==> src/rtl/dmem_pkg.sv <==
// Shared definitions for the data-memory access unit: request encodings,
// RV32I width codes, FSM states and byte-lane helpers.
package dmem_pkg;

    typedef enum logic [1:0] {
        OP_LOAD  = 2'b00,
        OP_STORE = 2'b01,
        OP_CLEAR = 2'b10,
        OP_RSVD  = 2'b11
    } req_op_e;

    localparam logic [2:0] F3_LB  = 3'd0;
    localparam logic [2:0] F3_LH  = 3'd1;
    localparam logic [2:0] F3_LW  = 3'd2;
    localparam logic [2:0] F3_LBU = 3'd4;
    localparam logic [2:0] F3_LHU = 3'd5;
    localparam logic [2:0] F3_SB  = 3'd0;
    localparam logic [2:0] F3_SH  = 3'd1;
    localparam logic [2:0] F3_SW  = 3'd2;

    typedef enum logic [2:0] {
        S_IDLE,
        S_READ,
        S_WRITE,
        S_CLEAR,
        S_RESP
    } state_e;

    localparam int BYTE_W = 8;
    localparam int HALF_W = 16;

    // Bit position of the least significant bit of a byte / half lane (little-endian).
    function automatic logic [4:0] byte_lsb(input logic [1:0] off);
        return {off, 3'b000};
    endfunction

    function automatic logic [4:0] half_lsb(input logic hi);
        return {hi, 4'b0000};
    endfunction

endpackage

==> src/rtl/dmem_lane_align.sv <==
// Combinational byte-lane logic: load extract/extend and sub-word store merge.
module dmem_lane_align
    import dmem_pkg::*;
#(
    parameter int XLEN = 32
) (
    input  logic [XLEN-1:0] rdata,
    input  logic [XLEN-1:0] wdata,
    input  logic [2:0]      funct3,
    input  logic [1:0]      off,
    output logic [XLEN-1:0] load_data,
    output logic [XLEN-1:0] merged
);

    logic [BYTE_W-1:0] byte_sel;
    logic [HALF_W-1:0] half_sel;

    // NOTE: every output of a combinational block gets a value before any
    // branch, so no path leaves it unassigned and no latch is inferred.
    always_comb begin
        byte_sel  = rdata[byte_lsb(off) +: BYTE_W];
        half_sel  = rdata[half_lsb(off[1]) +: HALF_W];
        load_data = '0;
        case (funct3)
            F3_LB:   load_data = {{(XLEN-BYTE_W){byte_sel[BYTE_W-1]}}, byte_sel};
            F3_LH:   load_data = {{(XLEN-HALF_W){half_sel[HALF_W-1]}}, half_sel};
            F3_LW:   load_data = rdata;
            F3_LBU:  load_data = {{(XLEN-BYTE_W){1'b0}}, byte_sel};
            F3_LHU:  load_data = {{(XLEN-HALF_W){1'b0}}, half_sel};
            default: load_data = '0;
        endcase
    end

    always_comb begin
        merged = wdata;
        case (funct3)
            F3_SB: begin
                merged = rdata;
                merged[byte_lsb(off) +: BYTE_W] = wdata[BYTE_W-1:0];
            end
            F3_SH: begin
                merged = rdata;
                merged[half_lsb(off[1]) +: HALF_W] = wdata[HALF_W-1:0];
            end
            default: merged = wdata;
        endcase
    end

endmodule

==> src/rtl/dmem_access_unit.sv <==
// Requester-side RV32I data-memory controller: request checking, load/store/clear
// sequencing with read-modify-write for sub-word stores, and registered memory port.
module dmem_access_unit
    import dmem_pkg::*;
#(
    parameter int ADDR_W = 5,
    parameter int XLEN   = 32
) (
    input  logic              clk,
    input  logic              rst,
    input  logic              req_valid,
    output logic              req_ready,
    input  logic [1:0]        req_op,
    input  logic [2:0]        req_funct3,
    input  logic [XLEN-1:0]   req_addr,
    input  logic [XLEN-1:0]   req_wdata,
    output logic              rsp_valid,
    input  logic              rsp_ready,
    output logic [XLEN-1:0]   rsp_rdata,
    output logic              rsp_err,
    output logic              mem_delete,
    output logic              mem_state,
    output logic [ADDR_W-1:0] mem_addr,
    output logic [XLEN-1:0]   mem_wdata,
    input  logic [XLEN-1:0]   mem_rdata
);

    state_e          state;
    req_op_e         op_q;
    logic [2:0]      funct3_q;
    logic [1:0]      off_q;
    logic [XLEN-1:0] wdata_q;
    logic            req_err;
    logic [XLEN-1:0] load_data;
    logic [XLEN-1:0] merged_word;

    always_comb begin
        req_err = |req_addr[XLEN-1:ADDR_W+2];
        case (req_op)
            OP_LOAD: begin
                case (req_funct3)
                    F3_LB, F3_LBU: ;
                    F3_LH, F3_LHU: if (req_addr[0]) req_err = 1'b1;
                    F3_LW:         if (|req_addr[1:0]) req_err = 1'b1;
                    default:       req_err = 1'b1;
                endcase
            end
            OP_STORE: begin
                case (req_funct3)
                    F3_SB: ;
                    F3_SH:   if (req_addr[0]) req_err = 1'b1;
                    F3_SW:   if (|req_addr[1:0]) req_err = 1'b1;
                    default: req_err = 1'b1;
                endcase
            end
            OP_CLEAR: if (|req_addr[1:0]) req_err = 1'b1;
            default:  req_err = 1'b1;
        endcase
    end

    dmem_lane_align #(.XLEN(XLEN)) u_lane_align (
        .rdata     (mem_rdata),
        .wdata     (wdata_q),
        .funct3    (funct3_q),
        .off       (off_q),
        .load_data (load_data),
        .merged    (merged_word)
    );

    // Every port and handshake output is a flop loaded with the value for the
    // state being entered, so nothing on the memory port depends on req_* directly.
    // NOTE: state is updated with non-blocking assignments only, so every
    // read in this block sees the pre-edge value regardless of statement order.
    always_ff @(posedge clk) begin
        if (rst) begin
            state      <= S_IDLE;
            op_q       <= OP_LOAD;
            funct3_q   <= '0;
            off_q      <= '0;
            wdata_q    <= '0;
            req_ready  <= 1'b1;
            rsp_valid  <= 1'b0;
            rsp_rdata  <= '0;
            rsp_err    <= 1'b0;
            mem_state  <= 1'b1;
            mem_delete <= 1'b0;
            mem_addr   <= '0;
            mem_wdata  <= '0;
        end else begin
            req_ready  <= 1'b0;
            rsp_valid  <= 1'b0;
            mem_state  <= 1'b1;
            mem_delete <= 1'b0;
            case (state)
                S_IDLE: begin
                    if (req_valid) begin
                        op_q      <= req_op_e'(req_op);
                        funct3_q  <= req_funct3;
                        off_q     <= req_addr[1:0];
                        wdata_q   <= req_wdata;
                        mem_addr  <= req_addr[ADDR_W+1:2];
                        rsp_rdata <= '0;
                        rsp_err   <= req_err;
                        if (req_err) begin
                            state     <= S_RESP;
                            rsp_valid <= 1'b1;
                        end else begin
                            case (req_op)
                                OP_LOAD: state <= S_READ;
                                OP_STORE: begin
                                    if (req_funct3 == F3_SW) begin
                                        state     <= S_WRITE;
                                        mem_state <= 1'b0;
                                        mem_wdata <= req_wdata;
                                    end else begin
                                        state <= S_READ;
                                    end
                                end
                                OP_CLEAR: begin
                                    state      <= S_CLEAR;
                                    mem_delete <= 1'b1;
                                end
                                default: begin
                                    state     <= S_RESP;
                                    rsp_valid <= 1'b1;
                                    rsp_err   <= 1'b1;
                                end
                            endcase
                        end
                    end else begin
                        req_ready <= 1'b1;
                    end
                end
                S_READ: begin
                    if (op_q == OP_LOAD) begin
                        rsp_rdata <= load_data;
                        state     <= S_RESP;
                        rsp_valid <= 1'b1;
                    end else begin
                        mem_wdata <= merged_word;
                        state     <= S_WRITE;
                        mem_state <= 1'b0;
                    end
                end
                S_WRITE, S_CLEAR: begin
                    state     <= S_RESP;
                    rsp_valid <= 1'b1;
                end
                S_RESP: begin
                    if (rsp_ready) begin
                        state     <= S_IDLE;
                        req_ready <= 1'b1;
                    end else begin
                        rsp_valid <= 1'b1;
                    end
                end
                default: begin
                    state     <= S_IDLE;
                    req_ready <= 1'b1;
                end
            endcase
        end
    end

endmodule

==> config.mk <==
export PLATFORM = sky130hd
export DESIGN_NAME = dmem_access_unit
export DESIGN_NICKNAME = d
export VERILOG_FILES = /design/src/rtl/dmem_pkg.sv /design/src/rtl/dmem_lane_align.sv /design/src/rtl/dmem_access_unit.sv
export SDC_FILE = /design/constraint.sdc
export NUM_CORES = 1
export LEC_CHECK = 0
export CAP_MARGIN = 0
export CORE_MARGIN = 2
export CORE_UTILIZATION = 52
export DETAILED_ROUTE_END_ITERATION = 10
export PLACE_DENSITY = 0.86
export SETUP_SLACK_MARGIN = 0.02
export SYNTH_ARGS = -nofsm -noshare
export SYNTH_HDL_FRONTEND = slang
export SYNTH_SLANG_ARGS = --single-unit
==> constraint.sdc <==
create_clock -name clk -period 4.3 [get_ports clk]
set_input_delay 0.645 -clock clk [delete_from_list [all_inputs] [get_ports clk]]
set_output_delay 0.645 -clock clk [all_outputs]
set_load 0.01 [all_outputs]
==> results of run 1 <==
-- worst reg2reg max path: cells and delay by family (launching register included) --
kind | cells | cell delay, ns
compound gates | 4 | 1.03
fa+ha+maj | 1 | 0.41
buf+inv | 1 | 0.27
flops | 1 | 0.70
simple gates | 1 | 0.67
-- cell usage in the layout (no fill, tap or decap), types with 2 or more instances in the layout --
cell             netlist  routed
nand3_1               18      18
a211o_1               16      16
bufinv_16              0       3
buf_4                  0      10
inv_1                 16      16
clkinvlp_4             0       3
dfxtp_1              116     116
and2_1                 3       3
clkdlybuf4s50_1        0     177
a22oi_1                9       9
nor2b_1                3       3
a21oi_1              105     105
o21ai_0               45      45
nor3_1                11      11
a2111oi_0             17      17
a221oi_1              24      24
a22o_1                16      16
mux2i_1                3       3
nand4_1                2       2
or3_1                 16      16
a221o_1                8       8
clkbuf_16              0      17
o21a_1                 2       2
a2bb2oi_1              6       6
a41o_1                17      17
ha_1                   5       5
clkinv_4               0       4
nor2_1                42      42
nor3_2                 2       2
o31ai_1                2       2
nand2_1              129     129
mux2_2                17      17
nor4_1                 4       4
a222oi_1               7       7
o21ai_1                5       4
inv_6                  0       3
nor3b_1                3       3
inv_2                  2       2
-- how the worst min path moves through the flow --
| stage | startpoint | to | slack, ns | cells past startpoint |
|---|---|---|---|---|
| 4_1_cts | rsp_rdata[21] | rsp_rdata[21] | 0.45 | 2 |
| 3_3_place_gp | rsp_rdata[25] | rsp_rdata[25] | 0.43 | 2 |
| 5_1_grt | wdata_q[19] | wdata_q[19] | 0.47 | 2 |
| 2_1_floorplan | wdata_q[16] | wdata_q[16] | 0.43 | 2 |
| 3_5_place_dp | rsp_rdata[22] | rsp_rdata[22] | 0.44 | 2 |
| 6_report | rsp_rdata[28] | rsp_rdata[28] | 0.45 | 2 |
-- flip-flops by register name (all words and copies together) (netlist names) --
register / count
req_ready: 1
rsp_valid: 1
wdata_q: 32
rsp_err: 1
mem_delete: 1
off_q: 2
op_q: 2
mem_state: 1
mem_wdata: 32
rsp_rdata: 32
mem_addr: 5
funct3_q: 3
state: 3
-- power groups by stage --
stage	Clock, µW	Combinational, µW	Sequential (µW)
6_report	1450	390	1140
5_1_grt	1500	419	1140
4_1_cts	1450	382	1140
3_5_place_dp	0	378	1160
3_3_place_gp	0	370	1160
2_1_floorplan	0	206	1140
-- stage by stage --
step	hold WS [ns]	cell area [µm²]	utilization [%]	power (µW)	setup WS (ns)
6_report	0.4523	8393	73.82	2975	1.159
3_3_place_gp	0.4337	7789	68.50	1529	1.287
2_1_floorplan	0.4320	6033	-	1350	1.949
5_1_grt	0.4697	8393	73.82	3062	0.9051
4_1_cts	0.4508	8393	73.82	2971	1.193
3_5_place_dp	0.4432	7789	68.50	1539	1.010
-- area by class of cell --
class                           count  area [µm²]
Timing Repair Buffer              188        1852
Multi-Input combinational cell    554        3364
Sequential cell                   116        2322
Tap cell                          143       178.9
Clock buffer                       17       425.4
Clock inverter                     14       178.9
Inverter                           19       71.32
Fill cell                         872        2977
-- cells in the mapped netlist (all sizes together), types with 6 or more instances --
| library cell | number |
|---|---|
| or3 | 16 |
| a211o | 16 |
| a41o | 17 |
| a222oi | 7 |
| clkbuf | 50 |
| a2111oi | 17 |
| a221oi | 24 |
| o21ai | 50 |
| nand2 | 129 |
| nand3 | 18 |
| buf | 18 |
| mux2 | 17 |
| a221o | 8 |
| nor3 | 13 |
| inv | 18 |
| a21oi | 105 |
| a22o | 16 |
| nor2 | 42 |
| a22oi | 9 |
| dfxtp | 116 |
| a2bb2oi | 6 |
-- routing by layer --
layer	wire length, µm	vias up	global-route usage, %
met3	2154	45	6.532
met5	0	-	0
met2	9414	385	50.26
met4	469	0	9.794
li1	-	3091	-
met1	8436	3135	43.89
-- cells by family after synthesis --
family	share of synthesized area (%)
AOI/OAI and AO/OA	31.83
and+or+nand+nor	18.66
DFF	38.49
buffers and inverters	5.931
muxes	4.044
adders and majority gates	1.037
==> results.toml, run 1 <==
[clock_tree]
cts_tree = "built"
path_clk_slew_ns = 0.06
cts_resized = 0
cts_buffers = 17
clockRootBuffer = "clkbuf_16"
h-tree-depth = 4
clock-sinks = 116
insertion_delay_ns = 0.41
clockBufferDepth = 2
hold_buffers = 0
cts_setup_buffers = 0

[setup_path]
endpoint_kind = "flip-flop"
r2r_cells = 7
critPathKind = "reg -> reg"
cp_max_fo = 16
r2r-start = "off_q[1]"
cp_slowest_cell = "dfxtp_1"
crit_family = "compound AO/OA/AOI/OAI gates"
timing.rr.end = "mem_wdata[23]"
cp-startpoint = "off_q[1]"
cpPeakStageDelay_ns = 0.70
cp.buffers_inverters = 1
critPathRequiredTime_ns = 4.65
worst-path-stages = 7
crit_arrival_ns = 3.49
endpoint = "mem_wdata[23]"
cp_cell_sequence = "inv_1 -> ha_1 -> nor4b_2 -> a22o_1 -> a221oi_1 -> a2111oi_0 -> a41o_1"
setup.reg_to_reg.worst_slack_ns = 1.16
worstSetupStartpointType = "flip-flop"

[timing]
max_freq_mhz = 318.4
max_slew_margin_pct = 25.84
clock_skew_ns = 0.005915
worst_pin_slew_ns = 1.107
setup_violations = 0
min_period_ns = 3.141
post-route-period-util_pct = 73.05
finalHoldViolations = 0
drv_slew = 0
fin_tns_setup_ns = 0
rsz0062_at_grt = "false"

[synth]
yosysSeqAreaShare_pct = 38.49
avgSynthCellArea_um2 = 7.970
synthFlopType = "dfxtp_1"
synth_top_area_share_pct = 38.49
netlist.top_cell.by_area = "dfxtp_1"
async_reset_ff_share_pct = 0
synthTopCellsByArea = "dfxtp_1 38%, a21oi_1 8.7%, nand2_1 8.0%"
synth_fp_nets = 867
ys_types = 53
yosysWarnings = 0
synth-edff-count = 0
synth_area_mm2 = 0.006033
synth_seq_cells = 116
syn_inst = 757

[drt]
drt_iter0_drc = 726
routed_wirelength_um = 20470
drc = 0
avgViaCountPerCell = 6.333
wl_per_cell_um = 19.48
ant_nets = 0
vias = 6656
first_pass_iters = 6

[pwr]
power.share.combinational_pct = 13.1
power_density_mw_per_mm2 = 354.5
clkPwrFrac_pct = 48.6
p_sw_share_pct = 26.08
p_leak_uw = 0.003125
seq_power_share_pct = 38.3
p_sw_uw = 776.1
vdd_drop_max_uv = 271.4
internal-power_uw = 2199

[global_route]
grt_usage_pct = 31.78
grt_pass1_wl_um = 32220
grt_overflow = 0
antenna_found_initial = 0
grt_max_degree = 96
first_global_vias = 6189

[final_layout]
num-nets-final = 1006
syn_to_final_growth_pct = 39.11
diodes = 0
final_layout_size_suffix_gt1_share_pct = 7.930
fin_cells = 1051

[placement]
dp_hpwl_um = 14540
dp.cells = 1020
gp_congestion = 0.9964
io_buffers = 178

[die]
fp.coreArea_mm2 = 0.01137
placementRows = 39
initial_core_util_pct = 53.06
fp.dieW_um = 111.7
ios = 179
die_y_um = 111.7
dieArea_mm2 = 0.01248

[hold_path]
hold_class = "reg -> reg"

[flow_run]
cap_viol_max_count = 0

[outcome]
status = "finished clean"
No activity file was read; power rests on OpenSTA's default activity.
==> inputs of run 2 (changes only) <==
CORE_UTILIZATION = 48   (was 52)
PLACE_DENSITY = 0.8   (was 0.86)
clock period = 3.3 ns   (was 4.3 ns; I/O delays follow)
==> run 2 against run 1 <==
Against the previous run:
- sequential cell count did not move
- count of clock-buffer cells in the layout rose by 7
- combinational power rose by 33%
- clock power rose by 30%
- utilization fell by 4.0 points
- power rose by 30%
- setup slack got worse by 0.76 ns
- via count fell by 1.1%
- register-to-register slack got worse by 0.76 ns
- non-clock buffer count rose by 9
- final cell count rose by 3.3%
- critical endpoint is now mem_wdata[16]
- largest cell class unchanged
==> results.toml, run 2 (synthesized netlist as in run 1, its figures left out) <==
[setup_path]
crit_family = "compound AO/OA/AOI/OAI gates"
cp_max_fo = 10
endpoint_kind = "flip-flop"
crit_arrival_ns = 3.25
cp_slowest_cell = "nor4b_2"
critPathRequiredTime_ns = 3.66
cp_cell_sequence = "inv_1 -> ha_1 -> nor4b_2 -> a22o_1 -> a221oi_1 -> a2111oi_0 -> a41o_1"
worstSetupStartpointType = "flip-flop"
critPathKind = "reg -> reg"
cpPeakStageDelay_ns = 0.65
cp.buffers_inverters = 1

[drt]
drt_iter0_drc = 761
wl_per_cell_um = 18.97
first_pass_iters = 6
routed_wirelength_um = 20610
drc = 0
vias = 6583
ant_nets = 0
avgViaCountPerCell = 6.062

[final_layout]
num-nets-final = 1015
layout_commonest_cell = "clkdlybuf4s50_1"
post-route-util_pct = 69.84
diodes = 0
final_layout_size_suffix_gt1_share_pct = 8.497
syn_to_final_growth_pct = 40.77
final_cell_mix = "177 x clkdlybuf4s50_1, 129 x nand2_1, 116 x dfxtp_1"
reg_top3 = "mem_wdata: 32 flops, rsp_rdata: 32 flops, wdata_q: 32 flops"
final_cell_area_mm2 = 0.008493

[pwr]
p_leak_uw = 0.003175
total_power_uw = 3878
power_density_mw_per_mm2 = 456.6
vdd_drop_max_uv = 308.2

[global_route]
first_global_vias = 6168
antenna_found_initial = 0
grt_pass1_wl_um = 32030
grt_max_degree = 96
grt_overflow = 0
grt_usage_pct = 30.74

[timing]
post-route-period-util_pct = 87.84
min_period_ns = 2.899
drv_slew = 0
setup_violations = 0
worst_pin_slew_ns = 1.050
max_slew_margin_pct = 29.86
finalHoldViolations = 0
fin_tns_setup_ns = 0
max_freq_mhz = 345.0
clock_skew_ns = 0.006154
rsz0062_at_grt = "false"

[clock_tree]
cts_tree = "built"
path_clk_slew_ns = 0.05
insertion_delay_ns = 0.42
h-tree-depth = 4
cts_buffers = 17
clockBufferDepth = 2
clockRootBuffer = "clkbuf_16"
hold_buffers = 0
cts_resized = 0
cts_setup_buffers = 0
clock-sinks = 116

[placement]
gp_congestion = 0.9350
dp_hpwl_um = 14810
io_buffers = 178
place_area_mm2 = 0.007888

[die]
fp.coreArea_mm2 = 0.01216
placementRows = 40
die_y_um = 116.1
dieArea_mm2 = 0.01348
initial_core_util_pct = 49.61
fp.dieW_um = 116.1
ios = 179

[outcome]
status = "finished clean"

[hold_path]
hold_class = "reg -> reg"

[flow_run]
cap_viol_max_count = 0
==> run 2: cell count changes in the layout (fill, tap and decap cells not counted), sizes merged <==
cell,delta
buf,+9
clkbuf,+7
inv,-3
clkinv,-2
clkinvlp,-1
==> run 2: power by group <==
part | total, µW | internal [µW] | leakage [µW] | switching, µW
sequential | 1480 | 1440 | 0.000942 | 37.5
clock | 1880 | 1240 | 0.000290 | 638
combinational | 519 | 243 | 0.00194 | 277
==> run 2: layout make-up <==
cell class                 count  area, µm²
fill                         994       3669
multi-input combinational    554       3364
sequential                   116       2322
timing repair buffer         197       1919
clock buffer                  24      481.7
tap                          168      210.2
clock inverter                 8      123.9
inverter                      19      71.32
==> run 2: path summary, 6_finish.rpt <==
path                 startpoint            end  slack [ns]  depth (start not counted)
setup / recovery       off_q[1]  mem_wdata[16]        0.40                          7
hold / removal    rsp_rdata[31]  rsp_rdata[31]        0.45                          2
setup reg to reg       off_q[1]  mem_wdata[16]        0.40                          7
hold reg to reg   rsp_rdata[31]  rsp_rdata[31]        0.45                          2
==> run 2: metrics by stage <==
| step | hold WS, ns | instances | setup WS [ns] |
|---|---|---|---|
| final | 0.4490 | 1086 | 0.4012 |
| after global routing | 0.4731 | 1086 | 0.1564 |
| after CTS | 0.4492 | 1086 | 0.4213 |
| after detailed placement | 0.4422 | 1054 | 0.1777 |
| after global placement | 0.4344 | 1054 | 0.4469 |
| after floorplan | 0.4320 | 757 | 1.070 |
==> run 2: worst register-to-register path: cells and delay by family, from the launching register on <==
kind,cells,cell delay [ns]
buf+inv,1,0.22
fa+ha+maj,1,0.39
simple gates,1,0.65
compound gates,4,1.05
flops,1,0.53
==> run 2: layer usage <==
| layer | global-route usage [%] | part of all wire, % |
|---|---|---|
| met1 | 41.64 | 43 |
| met2 | 50.41 | 47 |
| met3 | 6.331 | 9.0 |
| met4 | 8.016 | 1.5 |
| met5 | 0 | 0 |
==> inputs of run 3 (changes only) <==
ABC_AREA = 1   (was default)
CORE_UTILIZATION = 53   (was 48)
PLACE_DENSITY = 0.85   (was 0.8)
clock period = 3.5 ns   (was 3.3 ns; I/O delays follow)
==> run 3 against run 2 <==
Against the previous run:
- synthesized cell count grew 45%
- combinational power grew 49%
- hold slack gained 0.0025 ns
- sequential cell count is the same
- critical endpoint is now mem_wdata[5]
- cell area grew 7.3%
==> results.toml, run 3 <==
[final_layout]
syn_to_final_growth_pct = 35.01
fillCellCount = 1110
num-nets-final = 1353
final_layout_size_suffix_gt1_share_pct = 6.529
multi_input_area_mm2 = 0.003722
post-route-util_pct = 72.78
diodes = 0
final_cell_mix = "356 x nand2_1, 178 x clkdlybuf4s50_1, 153 x nor2_1"
layout_commonest_cell = "nand2_1"
ff_latch_area_mm2 = 0.002322
reg_top3 = "mem_wdata: 32 flops, rsp_rdata: 32 flops, wdata_q: 32 flops"

[global_route]
grt_use_met3_pct = 7.775
grt_use_met1_pct = 39.57
grt_overflow = 0
top_usage_layer = "met2"
antenna_found_initial = 0
grt_pass1_wl_um = 33110
use_met2_pct = 50.06
grt_max_degree = 65
first_global_vias = 6866
grt_usage_pct = 31.14

[drt]
routed_wirelength_um = 21240
wl_per_cell_um = 14.87
avgViaCountPerCell = 5.352
vias = 7642
ant_nets = 0
drc = 0
first_pass_iters = 5
drt_iter0_drc = 702

[synth]
synth_area_mm2 = 0.006748
yosys.area_share.simple_pct = 33.90
yosysWarnings = 0
yosysSeqAreaShare_pct = 34.41
synth_top_area_share_pct = 34.41
synth_fp_nets = 1210
synth.mux.area_fraction_pct = 0
synth_seq_cells = 116
synth_common_cells = "356 x nand2_1, 154 x nor2_1, 116 x dfxtp_1, 92 x a21oi_1, 89 x inv_1"
synthAdderAreaFrac_pct = 0.9271
ys_types = 34
synth-compound-area-share_pct = 20.30
syn_inst = 1100
async_reset_ff_share_pct = 0
synth_top_family_by_area = "simple AND/OR/NAND/NOR gates"
synth_xor_xnor_area_share_pct = 0
netlist.top_cell.by_area = "dfxtp_1"
synthTopCellsByArea = "dfxtp_1 34%, nand2_1 20%, nor2_1 8.6%"
synth-edff-count = 0
synthFlopType = "dfxtp_1"
avgSynthCellArea_um2 = 6.134
synth.most_common_cell = "nand2_1"

[die]
die_y_um = 116.8
dieArea_mm2 = 0.01365
fp.dieW_um = 116.8
fp.coreArea_mm2 = 0.01252
initial_core_util_pct = 53.91
placementRows = 41
ios = 179

[timing]
drv_slew = 0
max_freq_mhz = 416.4
setup_violations = 0
fin_tns_setup_ns = 0
timing.hold.ws_ns = 0.4515
clock_skew_ns = 0.006063
worst_pin_slew_ns = 0.9887
finalHoldViolations = 0
max_slew_margin_pct = 33.99
rsz0062_at_grt = "false"
min_period_ns = 2.402
post-route-period-util_pct = 68.62

[pwr]
total_power_uw = 3991
vdd_drop_max_uv = 307.1
p_leak_uw = 0.003915
power_density_mw_per_mm2 = 438.1

[clock_tree]
clockBufferDepth = 2
h-tree-depth = 4
insertion_delay_ns = 0.42
cts_setup_buffers = 0
cts_buffers = 17
path_clk_slew_ns = 0.06
cts_resized = 0
hold_buffers = 0
clock-sinks = 116
clockRootBuffer = "clkbuf_16"
cts_tree = "built"

[setup_path]
worstSetupStartpointType = "flip-flop"
critPathRequiredTime_ns = 3.86
crit_arrival_ns = 2.76
endpoint_kind = "flip-flop"
cp_max_fo = 11
critPathKind = "reg -> reg"

[placement]
io_buffers = 178
dp_hpwl_um = 15310
gp_congestion = 0.9922

[hold_path]
hold_class = "reg -> reg"

[outcome]
status = "finished clean"

[flow_run]
cap_viol_max_count = 0
==> run 3: cell count changes in the layout (fill, tap and decap cells not counted), sizes merged, moves of 17 or more <==
cell / delta
nand2: +231
nor2: +116
inv: +86
o21ai: +42
o211ai: +33
a221oi: -24
nand3: +23
a2111oi: -17
a41o: -17
mux2: -17
==> run 3: path summary, 6_finish.rpt <==
path	slack [ns]	endpoint	start	cells past startpoint
hold reg to reg	0.45	wdata_q[24]	wdata_q[24]	2
setup reg to reg	1.10	mem_wdata[5]	off_q[1]	11
hold / removal	0.45	wdata_q[24]	wdata_q[24]	2
setup / recovery	1.10	mem_wdata[5]	off_q[1]	11
==> run 3: where the power goes <==
group / leakage [µW] / switching, µW / total, µW / internal (µW)
clock: 0.000292 / 646 / 1800 / 1160
sequential: 0.000947 / 40.1 / 1420 / 1380
combinational: 0.00268 / 462 / 771 / 309
total: 0.00391 / 1150 / 3990 / 2840
==> run 3: layer usage <==
metal	wire (µm)	vias up	part of all wire, %
li1	-	3789	-
met1	8875	3441	42
met2	9736	354	46
met3	1828	58	8.6
met4	801	0	3.8
met5	0	-	0
==> run 3: stage by stage <==
| stage | area (µm²) | worst slack (ns) | std cells |
|---|---|---|---|
| after global routing | 9110 | 0.8473 | 1428 |
| after floorplan | 6748 | 1.258 | 1100 |
| after global placement | 8499 | 1.035 | 1396 |
| after detailed placement | 8499 | 0.9922 | 1396 |
| final | 9110 | 1.098 | 1428 |
| after CTS | 9110 | 1.162 | 1428 |
==> run 3: worst max-delay path: stages, from the launching register on <==
cell and delay [ns]:
dfxtp_1 0.33, clkinv_1 0.30, ha_1 0.52, inv_1 0.23, nand2_1 0.07, nor2_1 0.09, nand2_1 0.06, nand2_1 0.24
nand2_1 0.08, a21boi_1 0.23, nor2_1 0.07, nor2_1 0.12
==> run 3: layout make-up <==
class / count / area share [%]
multi-input cells: 817 / 40.86
flip-flops and latches: 116 / 25.49
clock inverters: 12 / 1.689
clock buffers: 20 / 5.013
well taps: 172 / 2.362
inverters: 104 / 4.285
repair buffers: 187 / 20.30
==> run 3: cell families (layout without fill, tap and decap cells) <==
group | after synthesis | in the layout
AO/OA/AOI/OAI | 238 | 238
buffers and inverters | 167 | 323
adder cells (fa/ha/maj) | 5 | 5
AND/OR/NAND/NOR | 574 | 574
flip-flops | 116 | 116
